**src/rtl/mc14500_pkg.sv**
```systemverilog
// Shared opcode definitions for the MC14500-compatible 1-bit ICU.
package mc14500_pkg;

    typedef enum logic [3:0] {
        OP_NOPO = 4'h0,
        OP_LD   = 4'h1,
        OP_LDC  = 4'h2,
        OP_AND  = 4'h3,
        OP_ANDC = 4'h4,
        OP_OR   = 4'h5,
        OP_ORC  = 4'h6,
        OP_XNOR = 4'h7,
        OP_STO  = 4'h8,
        OP_STOC = 4'h9,
        OP_IEN  = 4'hA,
        OP_OEN  = 4'hB,
        OP_JMP  = 4'hC,
        OP_RTN  = 4'hD,
        OP_SKZ  = 4'hE,
        OP_NOPF = 4'hF
    } opcode_e;

    localparam logic [3:0] IR_RESET = 4'hF;

endpackage

```
**src/rtl/caravel_mc14500_if.sv**
```systemverilog
// Pin bundle of the ICU. master = instruction/data source, slave = the ICU.
// Optional ir[3:0] exists only when MC14500_IR_OUT_EN is defined.
interface caravel_mc14500_if;
    // instr/data_in are sampled on each rising clk edge; there is no valid/ready
    // pair: every rising edge executes exactly one opcode.
    logic [3:0] instr;
    logic       data_in;
    logic       data_out;
    logic       write;
    logic       rr;
    logic       jmp;
    logic       rtn;
    logic       flag_o;
    logic       flag_f;
`ifdef MC14500_IR_OUT_EN
    logic [3:0] ir;

    modport master (output instr, data_in,
                    input  data_out, write, rr, jmp, rtn, flag_o, flag_f, ir);
    modport slave  (input  instr, data_in,
                    output data_out, write, rr, jmp, rtn, flag_o, flag_f, ir);
`else
    modport master (output instr, data_in,
                    input  data_out, write, rr, jmp, rtn, flag_o, flag_f);
    modport slave  (input  instr, data_in,
                    output data_out, write, rr, jmp, rtn, flag_o, flag_f);
`endif
endinterface

```
**src/rtl/mc14500_lu.sv**
```systemverilog
// Combinational logic unit: next result register value and store data.
module mc14500_lu
    import mc14500_pkg::*;
(
    input  opcode_e i_op,
    input  logic    i_rr,
    input  logic    i_d,
    output logic    o_rr_next,
    output logic    o_data_out
);

    always_comb begin
        o_rr_next  = i_rr;
        o_data_out = i_rr;
        case (i_op)
            OP_LD:   o_rr_next  = i_d;
            OP_LDC:  o_rr_next  = ~i_d;
            OP_AND:  o_rr_next  = i_rr & i_d;
            OP_ANDC: o_rr_next  = i_rr & ~i_d;
            OP_OR:   o_rr_next  = i_rr | i_d;
            OP_ORC:  o_rr_next  = i_rr | ~i_d;
            OP_XNOR: o_rr_next  = ~(i_rr ^ i_d);
            OP_STOC: o_data_out = ~i_rr;
            default: o_rr_next  = i_rr;
        endcase
    end

endmodule

```
**src/rtl/caravel_mc14500.sv**
```systemverilog
// MC14500-compatible 1-bit industrial control unit, one opcode per rising edge.
// Optional feature macro: MC14500_IR_OUT_EN (adds ir output of last executed opcode).
module caravel_mc14500
    import mc14500_pkg::*;
(
    input  logic                    clk,
    input  logic                    rst_n,
    caravel_mc14500_if.slave        bus
);

    opcode_e w_op;
    logic    w_exec;
    logic    w_d;
    logic    w_rr_next;
    logic    w_lu_dout;
    logic    w_store;

    logic    r_rr;
    logic    r_ien;
    logic    r_oen;
    logic    r_skip;
    logic    r_jmp;
    logic    r_rtn;
    logic    r_flag_o;
    logic    r_flag_f;
    logic    r_write;
    logic    r_data_out;

    assign w_op    = opcode_e'(bus.instr);
    // A pending skip turns the fetched opcode into a silent NOP.
    assign w_exec  = ~r_skip;
    assign w_d     = bus.data_in & r_ien;
    assign w_store = (w_op == OP_STO) || (w_op == OP_STOC);

    mc14500_lu u_lu (
        .i_op       (w_op),
        .i_rr       (r_rr),
        .i_d        (w_d),
        .o_rr_next  (w_rr_next),
        .o_data_out (w_lu_dout)
    );

    always_ff @(posedge clk or negedge rst_n) begin
        if (!rst_n) begin
            r_rr       <= 1'b0;
            r_ien      <= 1'b0;
            r_oen      <= 1'b0;
            r_skip     <= 1'b0;
            r_jmp      <= 1'b0;
            r_rtn      <= 1'b0;
            r_flag_o   <= 1'b0;
            r_flag_f   <= 1'b0;
            r_write    <= 1'b0;
            r_data_out <= 1'b0;
        end else begin
            r_skip   <= w_exec && ((w_op == OP_RTN) || ((w_op == OP_SKZ) && !r_rr));
            r_jmp    <= w_exec && (w_op == OP_JMP);
            r_rtn    <= w_exec && (w_op == OP_RTN);
            r_flag_o <= w_exec && (w_op == OP_NOPO);
            r_flag_f <= w_exec && (w_op == OP_NOPF);
            r_write  <= w_exec && r_oen && w_store;
            if (w_exec) begin
                r_rr <= w_rr_next;
                if (w_op == OP_IEN) r_ien <= bus.data_in;
                if (w_op == OP_OEN) r_oen <= bus.data_in;
                if (w_store && r_oen) r_data_out <= w_lu_dout;
            end
        end
    end

`ifdef MC14500_IR_OUT_EN
    logic [3:0] r_ir;

    always_ff @(posedge clk or negedge rst_n) begin
        if (!rst_n)      r_ir <= IR_RESET;
        else if (w_exec) r_ir <= bus.instr;
    end

    assign bus.ir = r_ir;
`endif

    // The store strobe is confined to the high phase of the execute cycle.
    assign bus.write    = r_write & clk;
    assign bus.data_out = r_data_out;
    assign bus.rr       = r_rr;
    assign bus.jmp      = r_jmp;
    assign bus.rtn      = r_rtn;
    assign bus.flag_o   = r_flag_o;
    assign bus.flag_f   = r_flag_f;

endmodule

```
**src/flat_wrapper.sv**
```systemverilog
// flat-port wrapper written by rule: the top's interface ports become plain ports
module caravel_mc14500_flat import mc14500_pkg::*;
  (clk, rst_n, bus_instr, bus_data_in, bus_data_out, bus_write, bus_rr, bus_jmp, bus_rtn, bus_flag_o, bus_flag_f);
  caravel_mc14500_if bus_i ();
  input  logic clk;
  input  logic rst_n;
  input wire logic [$bits(bus_i.instr)-1:0] bus_instr;
  input wire logic [$bits(bus_i.data_in)-1:0] bus_data_in;
  output wire logic [$bits(bus_i.data_out)-1:0] bus_data_out;
  output wire logic [$bits(bus_i.write)-1:0] bus_write;
  output wire logic [$bits(bus_i.rr)-1:0] bus_rr;
  output wire logic [$bits(bus_i.jmp)-1:0] bus_jmp;
  output wire logic [$bits(bus_i.rtn)-1:0] bus_rtn;
  output wire logic [$bits(bus_i.flag_o)-1:0] bus_flag_o;
  output wire logic [$bits(bus_i.flag_f)-1:0] bus_flag_f;
  assign bus_i.instr = bus_instr;
  assign bus_i.data_in = bus_data_in;
  assign bus_data_out = bus_i.data_out;
  assign bus_write = bus_i.write;
  assign bus_rr = bus_i.rr;
  assign bus_jmp = bus_i.jmp;
  assign bus_rtn = bus_i.rtn;
  assign bus_flag_o = bus_i.flag_o;
  assign bus_flag_f = bus_i.flag_f;
  caravel_mc14500 u_core (.clk(clk), .rst_n(rst_n), .bus(bus_i));
endmodule
```
**config.mk**
```make
export PLATFORM = sky130hd
export DESIGN_NAME = caravel_mc14500_flat
export DESIGN_NICKNAME = d
export VERILOG_FILES = /design/src/rtl/mc14500_pkg.sv /design/src/rtl/caravel_mc14500_if.sv /design/src/rtl/mc14500_lu.sv /design/src/rtl/caravel_mc14500.sv /design/src/flat_wrapper.sv
export SDC_FILE = /design/constraint.sdc
export NUM_CORES = 1
export LEC_CHECK = 0
export ABC_AREA = 0
export BUFFER_PORTS_ARGS = -buffer_cell sky130_fd_sc_hd__buf_2
export CAP_MARGIN = 20
export CORE_AREA = 5 5 42 44
export CTS_BUF_LIST = sky130_fd_sc_hd__clkbuf_4
export DETAILED_ROUTE_END_ITERATION = 7
export DIE_AREA = 0 0 47 49
export HOLD_SLACK_MARGIN = 0.03
export SYNTH_ARGS = -nofsm -noshare
export SYNTH_HDL_FRONTEND = slang
export SYNTH_SLANG_ARGS = --single-unit
```
**constraint.sdc**
```tcl
create_clock -name clk -period 1.5 [get_ports clk]
set_input_delay 0.225 -clock clk [delete_from_list [all_inputs] [get_ports clk]]
set_output_delay 0.225 -clock clk [all_outputs]
set_load 0.1 [all_outputs]
```
# [Word-level counts from Yosys, hierarchy flattened]
# Index checks and enable logic that the tools add are counted.
[totals] reg_bits=10 input_bits=7 out_inout_bits=7 word_cells=56
[classes] n_eq_ne=15 muxes=2 n_bitwise=11 reduce_logical=18
[op_table] op="$eq 4x4->1 const B" count=8
[op_table] op="$eq 4x3->1 const B" count=4
[op_table] op="$logic_and 1x1->1" count=9
[op_table] op="$eq 4x2->1 const B" count=2
[op_table] op="$reduce_and 2->1" count=4
[op_table] op="$pmux 1 s7" count=1
[op_table] op="$reduce_bool 7->1" count=1
[op_table] op="$and 1x1->1" count=4
[op_table] op="$eq 4x1->1 const B" count=1
[op_table] op="$logic_not 4->1" count=1
[op_table] op="$not 1->1" count=4
[op_table] op="$logic_or 1x1->1" count=2
[op_table] op="$or 1x1->1" count=2
[op_table] op="$logic_not 1->1" count=1
[op_table] op="$mux 1" count=1
[op_table] op="$xor 1x1->1" count=1

# [Depth between registers and ports, before layout]
# Gate-level depths: netlist of the first run.
[logic_depth] depth_word=4 depth_mapped=4 mapped_depth_nobuf=3

# [Modules after synthesis]
# From an unflattened synthesis of the first run, not the netlist that was laid out.
[unflattened] hier_cells=40 hier_area_um2=494.2
[modules_own_cells] mod="caravel_mc14500" instances=1 cells_per_inst=29 area_each_um2=407.9 seq_area_each_um2=250.2
[modules_own_cells] mod="mc14500_lu" instances=1 cells_per_inst=11 area_each_um2=86.3 seq_area_each_um2=0.0

==> impl_metrics.tcl, run 1 <==
set metrics [dict create \
    final-setup-viol-count 0 \
    worstSetupPathType "clock port to output port" \
    maxSlewViolCount 0 \
    cts_tree "yes" \
    dpl.hpwl_um 657 \
    dr.max_layer_used "met4" \
    p_int_w 0.000550 \
    grt_max_degree 13 \
    max-slew-margin-rel_pct 67.9 \
    design.portCount 14 \
    status "completed" \
    routedWlPerCell_um 12.5 \
    layout_min_cycle_time_ns 1.38 \
    gp_congestion 0.675 \
    start_kind "clock port" \
    cap_violations 0 \
    place_ws_ns 0.135 \
    critPathArrivalTime_ns 1.15 \
    pwr-share-clk_pct 31.0 \
    num_vias 363 \
    ys_seq_area_share_pct 53.1 \
    avgSynthCellArea_um2 11.8 \
    combPwrFrac_pct 32.8 \
    num_rows 14 \
    final_cell_mix "11 x buf_2, 10 x dfrtp_1, 6 x clkbuf_4, 3 x nand3b_1, 3 x nor2_1" \
    die_w_um 47 \
    seqPwrFrac_pct 36.1 \
    cp-end-kind "output port" \
    clk_pin_slew_ns 0.07 \
    switchingPower_w 0.000378 \
    final-seq-area_um2 250 \
    antenna_left 0 \
    mostFrequentLayoutCell "buf_2" \
    setup_slack_ns 0.125 \
    wl_met2_um 425 \
    nets 66 \
    grt.overflow.total 0 \
    drt-initial-drc-count 0 \
    fin_skew_ns 0.00514 \
    grt_pass1_wl_um 1680 \
    drt-met1-wl_um 399 \
    core_mm2 0.00140 \
    ys_seq_elements 10 \
    insertion_delay_ns 0.37 \
    grt.total_usage_pct 11.3 \
    start_util_pct 33.7 \
    drt-total-wl_um 922 \
    drt-vias-per-instance 4.91 \
    cp_max_fo 2 \
    dpl-instance-area_um2 547 \
    hold_class "input port to register" \
    finish.instance_area_um2 618 \
    portBuffers 13 \
    switching_share_pct 40.7 \
    drt_first_pass_iters 1 \
    drc 0 \
    hold_viol_final 0 \
    finalCritPeriodShare_pct 91.7 \
    irDropWorstVdd_v 0.000527 \
    diodes 0 \
    synth_cell_types 23 \
    dr_wl_met3_um 76 \
    syn-num-nets 47 \
    grt_pass1_vias 428 \
    required_ns 1.27 \
    die_h_um 49 \
    tns_ns 0 \
    yosysWarnings 0 \
    tightest_slew_ns 0.485 \
    multi_input_area_um2 214 \
    leakage_nw 0.289 \
    instances_no_fill 74 \
    netlist_instances 40 \
    drive_gt1_share_pct 41.4 \
    n_fill_cell 155 \
    synth_area_um2 472 \
    grt_antenna_before_repair 0 \
    die_area_mm2 0.00230 \
    fmax_mhz 728 \
    powerDensity_mw_per_mm2 1500 \
    synthToLayoutAreaGrowth_pct 31.0 \
    dp_cells 67 \
    rsz0062_at_grt "false" \
]
path summary, 6_finish.rpt:
kind / from / depth (start not counted) / end / slack [ns]
max in group asynchronous: rst_n / 2 / u_core.r_ien / 1.06
min: bus_instr[2] / 2 / u_core.bus.flag_o / 0.10
min in group asynchronous: rst_n / 2 / u_core.bus.flag_f / 0.24
max: clk / 3 / bus_write / 0.12
min reg2reg: u_core.r_oen / 1 / u_core.r_oen / 0.50
max reg2reg: u_core.r_skip / 3 / u_core.bus.data_out / 0.24
power groups by stage:
| stage | sequential, W | clock (W) | combinational [W] |
|---|---|---|---|
| floorplan | 0.000509 | 0.0000165 | 0.0000775 |
| global placement | 0.000341 | 0.0000181 | 0.000300 |
| detailed placement | 0.000342 | 0.0000181 | 0.000302 |
| CTS | 0.000337 | 0.000301 | 0.000305 |
| global route | 0.000344 | 0.000317 | 0.000324 |
| finish | 0.000336 | 0.000288 | 0.000305 |
cell families (layout without fill, tap and decap cells):
logic type,after synthesis,count (layout),synth area share (%)
multiplexers,3,3,7.96
XOR/XNOR,2,2,3.71
buffers and inverters,2,20,2.12
AO/OA/AOI/OAI,7,7,10.3
flip-flops,10,10,53.1
AND/OR/NAND/NOR,16,16,22.8
per-layer routing:
layer | track usage, % | up-vias
met5 | 0 | -
met4 | 12.9 | 0
met3 | 7.01 | 4
met2 | 14.3 | 10
met1 | 11.0 | 170
li1 | - | 179
sequential cells by signal, summed over array words and instances, names as in the netlist:
signal,cells
u_core.bus.data_out,1
u_core.bus.flag_f,1
u_core.bus.flag_o,1
u_core.bus.jmp,1
u_core.bus.rr,1
u_core.bus.rtn,1
u_core.r_ien,1
u_core.r_oen,1
u_core.r_skip,1
u_core.r_write,1
worst max-delay path, stage by stage:
cell and delay, ns:
clkbuf_4 0.11, and2_4 0.13, buf_12 0.16
per-stage QoR:
step           util [%]  hold slack, ns  power, W
2_1_floorplan         -         -0.0706  0.000603
3_3_place_gp       39.0          0.0957  0.000659
3_5_place_dp       39.0          0.0997  0.000663
4_1_cts            43.9          0.0890  0.000944
5_1_grt            44.1          0.0919  0.000985
6_report           44.1           0.100  0.000928
cells in the mapped netlist, drive strengths merged:
library cell | n | area [um2]
nand3b | 3 | 22.5
o22ai | 1 | 6.26
nor3 | 1 | 5.00
a31o | 1 | 8.76
buf | 2 | 10.0
nand3 | 2 | 10.0
xnor2 | 1 | 8.76
dfrtp | 10 | 250
nand2 | 1 | 3.75
and3b | 1 | 12.5
and2 | 1 | 6.26
nor2 | 3 | 11.3
xor2 | 1 | 8.76
or3b | 1 | 8.76
a21oi | 2 | 10.0
mux2 | 3 | 37.5
a21boi | 1 | 7.51
a21bo | 1 | 10.0
nand2b | 1 | 6.26
nor3b | 1 | 12.5
a31oi | 1 | 6.26
nor4b | 1 | 8.76
layout make-up:
type / instances / share of cell area [%]
multi-input cells: 28 / 34.6
repair buffers: 13 / 11.7
clock inverters: 1 / 0.607
flip-flops and latches: 10 / 40.5
well taps: 16 / 3.24
clock buffers: 6 / 9.31
what timing repair did:
item,4_1_cts,5_1_grt
hold buffers,1,0
gates cloned,0,0
hold endpoints to repair,10,0
setup buffers,0,0
endpoints found under the setup margin,1,1
resized for setup,5,1
Note: power is estimated with default switching activity, not from simulation.
==> run 2, diff against run 1 <==
Settings changed: ABC_AREA 0 to 1.
==> run 2 against run 1 <==
Compared with the run above: maximum frequency shrank 5.1%; worst setup slack lost 0.083 ns; area after synthesis grew 4.2%; first-iteration DRC count grew 6; via count grew 18%; cell count grew 35%; non-clock buffer count is the same; core utilization grew 2.1 points; synthesized cell count grew 57%; critical path type unchanged; largest cell class unchanged; highest routed layer unchanged.
==> impl_metrics.tcl, run 2 <==
set metrics [dict create \
    status "completed" \
    yosysWarnings 0 \
    design.portCount 14 \
    cts_tree "yes" \
    num_rows 14 \
    core_mm2 0.00140 \
    grt.overflow.total 0 \
    drt-total-wl_um 955 \
    insertion_delay_ns 0.37 \
    hold_class "input port to register" \
    n_fill_cell 155 \
    hold_viol_final 0 \
    cp-end-kind "output port" \
    setup_slack_ns 0.0416 \
    die_w_um 47 \
    cp_max_fo 2 \
    final_cell_mix "18 x nand2_1, 12 x buf_2, 10 x nor2_1, 9 x dfrtp_1" \
    leakage_nw 0.358 \
    fmax_mhz 691 \
    synthToLayoutAreaGrowth_pct 31.6 \
    yosysMostFrequentCell "nand2_1" \
    layout_min_cycle_time_ns 1.46 \
    synth_edf_count 0 \
    dpl.hpwl_um 737 \
    grt_antenna_before_repair 0 \
    diodes 0 \
    cap_violations 0 \
    grt.total_usage_pct 11.5 \
    synth_cell_types 14 \
    ys_seq_area_share_pct 50.9 \
    grt_max_degree 11 \
    num_vias 430 \
    grt_pass1_wl_um 1730 \
    drc 0 \
    tns_ns 0 \
    crit_start "clk" \
    syn-num-nets 70 \
    die_area_mm2 0.00230 \
    drt-vias-per-instance 4.30 \
    start_kind "clock port" \
    synthTopCellsByArea "dfrtp_1 51%, nand2_1 14%, nor2_1 7.6%, inv_1 5.3%, nand3_1 4.1%" \
    mostFrequentLayoutCell "nand2_1" \
    min-delay-start "bus_instr[2]" \
    drt_first_pass_iters 4 \
    grt_pass1_vias 434 \
    nets 92 \
    max-slew-margin-rel_pct 67.9 \
    final-setup-viol-count 0 \
    finalCritPeriodShare_pct 97.2 \
    synth_top_area_cell "dfrtp_1" \
    antenna_left 0 \
    worstSetupPathType "clock port to output port" \
    ys_seq_elements 10 \
    required_ns 1.27 \
    gp_congestion 0.793 \
    drive_gt1_share_pct 34.5 \
    netlist_instances 63 \
    tightest_slew_ns 0.485 \
    rsz0062_at_grt "false" \
    routedWlPerCell_um 9.55 \
    die_h_um 49 \
    maxSlewViolCount 0 \
    place_ws_ns 0.187 \
    powerDensity_mw_per_mm2 1480 \
    synth_flop_cell "dfrtp_1" \
    r2r_slack_ns 0.47 \
    synth_area_um2 492 \
    drt-initial-drc-count 6 \
    critPathArrivalTime_ns 1.23 \
    irDropWorstVdd_v 0.000800 \
    avgSynthCellArea_um2 7.81 \
    start_util_pct 35.1 \
    portBuffers 13 \
    r2r_start "u_core.r_skip" \
    fin_skew_ns 0.00513 \
    yosysTopAreaCellShare_pct 50.9 \
    postCtsSetupBuffers 0 \
    clk_pin_slew_ns 0.07 \
    netlist_top_cells_count "18 x nand2_1, 10 x dfrtp_1, 10 x nor2_1, 7 x inv_1, 4 x nand3_1" \
    synth_async_sr_flop_share_pct 100 \
]
-- run 2: path summary, 6_finish.rpt --
| kind | end | cells after the start |
|---|---|---|
| max | bus_write | 5 |
| min | u_core.bus.flag_o | 2 |
| max reg2reg | u_core.bus.rr | 6 |
| min reg2reg | u_core.bus.data_out | 2 |
| max in group asynchronous | u_core.bus.rr | 2 |
| min in group asynchronous | u_core.bus.rtn | 2 |
-- run 2: cell families after synthesis --
family                 synth area share [%]
AO/OA/AOI/OAI                          5.09
XOR/XNOR                               3.31
buffers and inverters                  6.87
AND/OR/NAND/NOR                        33.8
flip-flops                             50.9
-- run 2: metrics by stage --
step                      instance area (um2)  hold slack, ns  power, W  std cells  utilization, %
after global placement                    578          0.0913  0.000637         92            41.3
after global routing                      647          0.0988   0.00102        100            46.2
final                                     647          0.0992  0.000955        100            46.2
after floorplan                           493         -0.0706  0.000579         63               -
after CTS                                 647          0.0896  0.000970        100            46.2
after detailed placement                  578          0.0937  0.000638         92            41.3
-- run 2: critical path: stages --
cell	delay (ns)
clkbuf_4	0.11
clkbuf_4	0.12
nand2_1	0.04
inv_1	0.04
buf_6	0.17
-- run 2: routing by layer --
layer / share of wire [%] / wire length (um) / up-vias / global-route usage, %
met5: 0 / 0 / - / 0
met4: 3.7 / 35 / 0 / 12.4
met3: 8.4 / 80 / 5 / 7.01
met2: 45 / 431 / 11 / 12.7
met1: 43 / 407 / 183 / 13.4
li1: - / - / 231 / -
-- run 2: area by class of cell --
type | count | area, um2 | share of cell area [%]
Tap cell | 16 | 20.0 | 3.09
Sequential cell | 10 | 251 | 38.9
Clock inverter | 1 | 3.75 | 0.580
Timing Repair Buffer | 13 | 70.1 | 10.8
Clock buffer | 8 | 63.8 | 9.86
Inverter | 8 | 30.0 | 4.64
Multi-Input combinational cell | 44 | 208 | 32.1
-- run 2: report_power, final --
part           total [W]  internal (W)  leakage, nW  switching, W
combinational   0.000284     0.0000582        0.181      0.000226
sequential      0.000325      0.000305        0.129     0.0000203
clock           0.000346      0.000214       0.0489      0.000132
total           0.000955      0.000578        0.358      0.000378
-- run 2: repair_timing --
item / CTS / global route
setup endpoints to repair: 1 / 0
endpoints found under the hold margin: 10 / 0
gates resized for setup: 2 / 0
hold buffers: 1 / 0
